File: config.mk
export PLATFORM = sky130hd
export DESIGN_NAME = venue_spot_ctrl
export DESIGN_NICKNAME = d
export VERILOG_FILES = /design/src/rtl/venue_spot_ctrl.sv
export SDC_FILE = /design/constraint.sdc
export NUM_CORES = 1
export LEC_CHECK = 0
export CAP_MARGIN = 10
export CORE_UTILIZATION = 44
export DETAILED_ROUTE_END_ITERATION = 7
export PLACE_DENSITY = 0.83
export SYNTH_ARGS = -nofsm -noshare
export SYNTH_HDL_FRONTEND = slang
export SYNTH_SLANG_ARGS = --single-unit
File: constraint.sdc
create_clock -name clk -period 2.3 [get_ports clk]
set_input_delay 0.345 -clock clk [delete_from_list [all_inputs] [get_ports clk]]
set_output_delay 0.345 -clock clk [all_outputs]
set_load 0.1 [all_outputs]
File: src/rtl/venue_spot_ctrl.sv
// Venue mode FSM with an N-position tracking spotlight that steps toward the lowest active sensor.
// Optional sensor filtering (2-stage sync + stability check) is enabled by defining TRK_FILTER_EN.
module venue_spot_ctrl #(
  parameter int unsigned NPOS     = 5,
  parameter int unsigned STEP_DIV = 1,
  parameter int unsigned HOME     = NPOS / 2,
  localparam int unsigned PW      = $clog2(NPOS)
) (
  input  logic            clk,
  input  logic            rst,
  input  logic            sys_en,
  input  logic            pm,
  input  logic            mm,
  input  logic            sm,
  input  logic            hm,
  input  logic [NPOS-1:0] trk_n,
  output logic            v,
  output logic            hl,
  output logic [NPOS-1:0] spo,
  output logic [PW-1:0]   pos,
  output logic            moving
);

  localparam int unsigned DW = (STEP_DIV > 1) ? $clog2(STEP_DIV) : 1;
  localparam logic [DW-1:0] DivLast = DW'(STEP_DIV - 1);

  typedef enum logic [2:0] {
    StOff, StTrans, StPlay, StMusic, StSpeaker, StHouse
  } state_e;

  state_e          state_q, state_d;
  logic [PW-1:0]   pos_q, pos_d;
  logic [PW-1:0]   tgt_q, tgt_d;
  logic [DW-1:0]   div_q, div_d;
  logic            spot_en;
  logic [NPOS-1:0] trk_src;
  logic            trk_ok;
  logic            hit;
  logic [PW-1:0]   hit_idx;

  // ---------------- sensor source ----------------
`ifdef TRK_FILTER_EN
  logic [NPOS-1:0] sync1_q, sync2_q, hist_q;

  always_ff @(posedge clk or posedge rst) begin
    if (rst) begin
      sync1_q <= '1;
      sync2_q <= '1;
      hist_q  <= '1;
    end else begin
      sync1_q <= trk_n;
      sync2_q <= sync1_q;
      hist_q  <= sync2_q;
    end
  end

  assign trk_src = sync2_q;
  assign trk_ok  = (sync2_q == hist_q);
`else
  assign trk_src = trk_n;
  assign trk_ok  = 1'b1;
`endif

  // Lowest-index active (low) sensor wins.
  always_comb begin
    hit     = 1'b0;
    hit_idx = '0;
    for (int i = NPOS - 1; i >= 0; i--) begin
      if (!trk_src[i]) begin
        hit     = 1'b1;
        hit_idx = PW'(i);
      end
    end
  end

  // ---------------- mode FSM ----------------
  always_ff @(posedge clk or posedge rst) begin
    if (rst) state_q <= StOff;
    else     state_q <= state_d;
  end

  always_comb begin
    state_d = state_q;
    if (!sys_en) begin
      state_d = StOff;
    end else begin
      case (state_q)
        StOff:     state_d = StTrans;
        StTrans: begin
          case ({pm, mm, sm, hm})
            4'b1000: state_d = StPlay;
            4'b0100: state_d = StMusic;
            4'b0010: state_d = StSpeaker;
            4'b0001: state_d = StHouse;
            default: state_d = StTrans;
          endcase
        end
        StPlay:    if (!pm) state_d = StTrans;
        StMusic:   if (!mm) state_d = StTrans;
        StSpeaker: if (!sm) state_d = StTrans;
        StHouse:   if (!hm) state_d = StTrans;
        default:   state_d = StOff;
      endcase
    end
  end

  always_comb begin
    v       = 1'b0;
    hl      = 1'b0;
    spot_en = 1'b0;
    unique case (state_q)
      StTrans, StHouse:   hl = 1'b1;
      StPlay, StSpeaker: begin
        v       = 1'b1;
        spot_en = 1'b1;
      end
      default: ;
    endcase
  end

  // ---------------- spotlight datapath ----------------
  always_ff @(posedge clk or posedge rst) begin
    if (rst) begin
      pos_q <= PW'(HOME);
      tgt_q <= PW'(HOME);
      div_q <= '0;
    end else begin
      pos_q <= pos_d;
      tgt_q <= tgt_d;
      div_q <= div_d;
    end
  end

  always_comb begin
    pos_d = pos_q;
    tgt_d = tgt_q;
    div_d = div_q;
    // Shutdown parks at once, without taking one more step on the way to OFF.
    if (!spot_en || !sys_en) begin
      pos_d = PW'(HOME);
      tgt_d = PW'(HOME);
      div_d = '0;
    end else begin
      if (pos_q != tgt_q) begin
        if (div_q == DivLast) begin
          div_d = '0;
          pos_d = (pos_q < tgt_q) ? pos_q + PW'(1) : pos_q - PW'(1);
        end else begin
          div_d = div_q + DW'(1);
        end
      end else begin
        div_d = '0;
      end
      if (trk_ok && hit) tgt_d = hit_idx;
    end
  end

  assign pos    = pos_q;
  assign spo    = spot_en ? (NPOS'(1) << pos_q) : '0;
  assign moving = spot_en && (pos_q != tgt_q);

endmodule
# == Word level (Yosys, flattened, before mapping) ==
# Index checks and enable logic that the tools add are counted.
# totals
output_inout_bits,11
mem_bits_rw,0
latchBits,0
memories,0
romBits,0
register_bits,10
elab_cells,64
input_bits,12
# op_classes
div_mod_pow,0
n_mul,0
reduce_logical,11
n_shift,1
n_lt_le_gt_ge,1
n_addsub,3
bitwise,0
n_eq_ne,15
muxes,29
# ops
op,n
$mux W3,16
$pmux W3 S6,1
$ne A3 B3 Y1 const B,4
$pmux W3 S4,1
$mux W1,10
$eq A3 B2 Y1 const B,2
$eq A3 B3 Y1 const B,2
$mux W5,1
$shl A1 B3 Y5 const A,1
$eq A4 B1 Y1 const B,1
$eq A4 B2 Y1 const B,1
$eq A4 B3 Y1 const B,1
$eq A4 B4 Y1 const B,1
$reduce_and A4 Y1,1
$reduce_bool A2 Y1,2
$reduce_or A2 Y1,2
$add A3 B1 Y3 const B,1
$eq A3 B1 Y1 const B,1
$logic_not A3 Y1,1
$lt A3 B3 Y1,1
$ne A3 B3 Y1,1
$sub A3 B1 Y3 const B,1
$logic_not A1 Y1,2
$ne A2 B1 Y1 const B,1
other kinds (4),4

# == Logic depth before layout (Yosys ltp) ==
# depth
ltp_word,7
depth_mapped,8
mapped_depth_nobuf,8

# == Worst setup path after synthesis ==
# No wires, ideal clock.
# synth_path
path_type,register to output
startpoint,"register pos_q[2], in the netlist pos[2]"
endpoint,output spo[4]
required_time_ps,1955
n_path_buf,0
path_slack_ps,-2193
path_stages_with_launch,2
arrival_time_ps,4148
cell_sequence,dfrtp_1 > nor4b_1
# synth_via
elab_chain_cells,2
# synth_lines
item,line_no,source
"start, declared",32,"logic [PW-1:0] pos_q, pos_d;"
"start signal, assigned",124,pos_q <= PW'(HOME);
"start signal, assigned",128,pos_q <= pos_d;
$shl A1 B3 Y5,159,assign spo = spot_en ? (NPOS'(1) << pos_q) : '0;
$mux W5,159,
"end, declared",19,"output logic [NPOS-1:0] spo,"
# No other way between the ends.

# == Final worst setup path ==
# layout_path
startpoint,"register pos_q[1], in the netlist pos[1]"
endpoint,"register pos_q[2], in the netlist pos[2]"
# layout_via
elab_chain_cells,5
word_cells_on_any_way,10
classes_between,add/sub: 2; order compare: 1; eq/ne: 1; mux: 4; reduce/logical: 2
# layout_lines
item,line_no,source
"$sub A3 B1 Y3, or another cell as far along",147,pos_d = (pos_q < tgt_q) ? pos_q + PW'(1) : pos_q - PW'(1);
$mux W3,147,
$mux W3,145,if (div_q == DivLast) begin
$mux W3,144,if (pos_q != tgt_q) begin
$mux W3,139,if (!spot_en || !sys_en) begin
# Parallel ways exist; a longest one is shown, timed or not. The select of a mux whose other input is x is not followed.
# A chain may end at the register's enable or synchronous reset.

==> impl_metrics.py <==
metrics = {
    "detailed_routing": {
        "drtIter0Drc": 12,
        "wl_per_cell_um": 13.4,
        "antenna_left": 0,
        "wl_um": 1570,
        "vias": 647,
        "drcViolationCount": 0,
        "viasPerCell": 5.53,
        "drt_first_pass_iters": 4,
    },
    "die": {
        "die_y_um": 41.7,
        "start_util_pct": 50.1,
        "io_pins": 23,
        "core_area_um2": 1380,
        "die_x_um": 41.7,
        "dieArea_um2": 1740,
        "rows": 13,
    },
    "placement": {
        "dpl_cell_area_um2": 1070,
        "gp_congestion": 0.883,
        "portBuffers": 22,
        "placedCellCount": 113,
        "post-place-ws_ns": 0.0752,
        "dp_hpwl_um": 1380,
    },
    "critical_path": {
        "r2r-end": "pos[2]",
        "required_ns": 2.44,
        "endpoint_kind": "flop",
        "crit_arrival_ns": 2.30,
        "slowest_stage": "dfstp_4",
        "cp_max_fo": 9,
        "worstPathCellList": "ha_4 > nand3b_1 > nand2_1 > fa_1 > a21boi_0 > o311ai_1 > o41ai_1",
        "r2r_slack_ns": 0.14,
        "r2r_cells": 7,
        "worst_path_largest_cell_delay_ns": 0.71,
        "reg2reg_from": "pos[1]",
        "critPathLaunchType": "flop",
        "worstSetupPathType": "flop to flop",
    },
    "sta": {
        "setup_viol": 0,
        "finClkSkew_ns": 0.00419,
        "slew_headroom_pct": 64.4,
        "hold_viol": 0,
        "min_period_ns": 2.16,
        "worst_pin_slew_ns": 0.533,
        "rsz0062_at_grt": "false",
        "period_share_pct": 94.1,
        "fin_tns_setup_ns": 0,
        "whs_ns": 0.331,
        "max_freq_mhz": 462,
        "finalWorstSetupSlack_ns": 0.136,
        "maxSlewViolCount": 0,
    },
    "clock_tree": {
        "cts_tree": "done",
        "cts.sinks": 9,
        "cts_buffers": 3,
        "cts_max_path_buffers": 2,
        "cts_root_buf": "clkbuf_4",
        "path_clk_slew_ns": 0.06,
        "cts.htree.levels": 1,
        "clkLatencyLatePin_ns": 0.26,
        "postCtsSetupBuffers": 0,
    },
    "synthesis": {
        "syn_area_um2": 693,
        "syn_avg_cell_area_um2": 9.12,
        "ys_seq_area_share_pct": 32.9,
        "ys_seq_elements": 9,
        "synth.distinct_cells": 35,
        "syn-num-nets": 92,
        "synthCells": 76,
        "ys_warn_count": 0,
    },
    "run_status": {
        "status": "finished, final reports clean",
    },
    "layout": {
        "area_delta_synth_final_pct": 58.3,
        "n_antenna_cell": 0,
        "stdcell_count": 117,
        "final.fill_count": 88,
        "finalInstanceArea_um2": 1100,
        "final_nets": 119,
        "drive_above_1_share_pct": 29.4,
    },
    "grt": {
        "grt_max_degree": 10,
        "grt-ovfl-total": 0,
        "antenna_found_initial": 0,
        "grt_pass1_wl_um": 2800,
        "grtUsageTotal_pct": 20.3,
        "grt_pass1_vias": 680,
    },
    "power_and_ir_drop": {
        "p_comb_share_pct": 24.0,
        "p_int_w": 0.000267,
        "power.density_nw_per_um2": 347,
        "swShare_pct": 29.7,
        "p_leak_nw": 0.434,
        "irDropWorstVdd_mv": 0.355,
        "p_clk_share_pct": 32.3,
        "sequentialPowerShare_pct": 43.6,
        "power_switching_w": 0.000113,
    },
    "run": {
        "drv_cap": 0,
    },
    "min_path": {
        "hp-class": "input pin to asynchronous set/reset pin",
    },
}
[logic make-up after synthesis]
| kind of cell | synth area share [%] |
|---|---|
| AO/OA/AOI/OAI | 16.8 |
| flip-flops | 32.9 |
| multiplexers | 3.07 |
| AND/OR/NAND/NOR | 27.3 |
| XOR/XNOR | 5.05 |
| adder cells (fa/ha/maj) | 8.30 |
| buffers and inverters | 6.68 |
[power groups by stage]
stage                     Sequential, W  Combinational, W  Clock (W)
final                          0.000166         0.0000914   0.000123
after global routing           0.000166         0.0000990   0.000129
after CTS                      0.000166         0.0000915   0.000122
after detailed placement       0.000169         0.0000912          0
after global placement         0.000168         0.0000882          0
after floorplan                0.000168         0.0000537          0
[sequential cells by signal (all words and copies together) (netlist names)]
name / flops
pos: 3
state_q: 3
tgt_q: 3
[routing by layer]
metal | share of wire [%] | global-route usage [%] | vias up
met5 | 0 | 0 | -
met4 | 0.51 | 9.68 | 0
met3 | 4.8 | 2.61 | 2
met2 | 52 | 35.0 | 25
met1 | 42 | 24.7 | 297
li1 | - | - | 323
[cell usage in the layout, fill, tap and decap left out, types with 2 or more instances in the layout]
| cell | synthesis | layout |
|---|---|---|
| and3_1 | 3 | 3 |
| xnor2_1 | 4 | 4 |
| inv_1 | 6 | 6 |
| buf_12 | 0 | 7 |
| nand2b_1 | 2 | 2 |
| buf_4 | 0 | 6 |
| dfrtp_1 | 7 | 5 |
| o21ai_0 | 2 | 2 |
| nor4_4 | 0 | 2 |
| nor3_1 | 2 | 2 |
| nor3b_1 | 3 | 3 |
| a21oi_1 | 3 | 3 |
| clkbuf_4 | 0 | 3 |
| ha_1 | 3 | 2 |
| clkdlybuf4s50_1 | 0 | 11 |
| nand2_1 | 9 | 9 |
| o211ai_1 | 2 | 2 |
| dfrtp_4 | 0 | 2 |
| nor2_1 | 6 | 5 |
[worst max path at each step]
stage,startpoint,endpoint,slack (ns),cells past startpoint
after floorplan,state_q[1],spo[4],-0.01,4
after global placement,pos[1],pos[2],0.17,7
after detailed placement,pos[1],pos[2],0.08,7
after CTS,state_q[1],spo[3],0.02,5
after global routing,pos[2],pos[2],0.05,7
final,pos[1],pos[2],0.14,7
[cell usage after synthesis, drive strengths merged]
master | instances | area share, %
a2111oi | 1 | 4.0
a211oi | 1 | 1.1
a21boi | 1 | 1.1
a21oi | 3 | 2.2
a32oi | 1 | 1.3
and2b | 1 | 1.1
and3 | 3 | 2.7
and3b | 1 | 1.3
buf | 1 | 1.6
clkbuf | 1 | 0.54
dfrtp | 7 | 25
dfstp | 2 | 7.6
fa | 1 | 2.9
ha | 3 | 5.4
inv | 7 | 4.5
mux2 | 1 | 1.6
mux2i | 1 | 1.4
nand2 | 10 | 6.5
nand2b | 2 | 1.8
nand3b | 1 | 1.1
nor2 | 6 | 3.2
nor2b | 1 | 0.90
nor3 | 2 | 1.4
nor3b | 3 | 3.2
nor4 | 2 | 1.8
nor4b | 1 | 1.3
o211ai | 2 | 2.2
o21a | 1 | 1.1
o21ai | 2 | 1.4
o311ai | 1 | 1.3
o41ai | 1 | 1.3
or2 | 1 | 0.90
xnor2 | 4 | 5.1
[area by class of cell]
cell class / count / area (um2) / area share, %
multi-input cells: 58 / 487 / 44.4
repair buffers: 24 / 295 / 26.9
flip-flops and latches: 9 / 239 / 21.8
inverters: 7 / 31.3 / 2.85
clock buffers: 4 / 26.3 / 2.39
well taps: 15 / 18.8 / 1.71
[per-stage QoR]
step                total power (W)  util (%)
floorplan                  0.000221         -
global placement           0.000256      77.3
detailed placement         0.000260      77.3
CTS                        0.000379      79.2
global route               0.000394      79.4
finish                     0.000380      79.4
[worst max-delay path, delay by kind of cell (launching register included)]
| family | cells | cell delay, ns |
|---|---|---|
| simple gates | 2 | 0.19 |
| fa+ha+maj | 2 | 0.61 |
| flops | 1 | 0.71 |
| compound gates | 3 | 0.53 |
[what timing repair did]
action	in CTS	in global routing
endpoints found under the setup margin	0	3
resized for setup	0	3
hold buffers	0	0
Note: power is estimated with default switching activity, not from simulation.
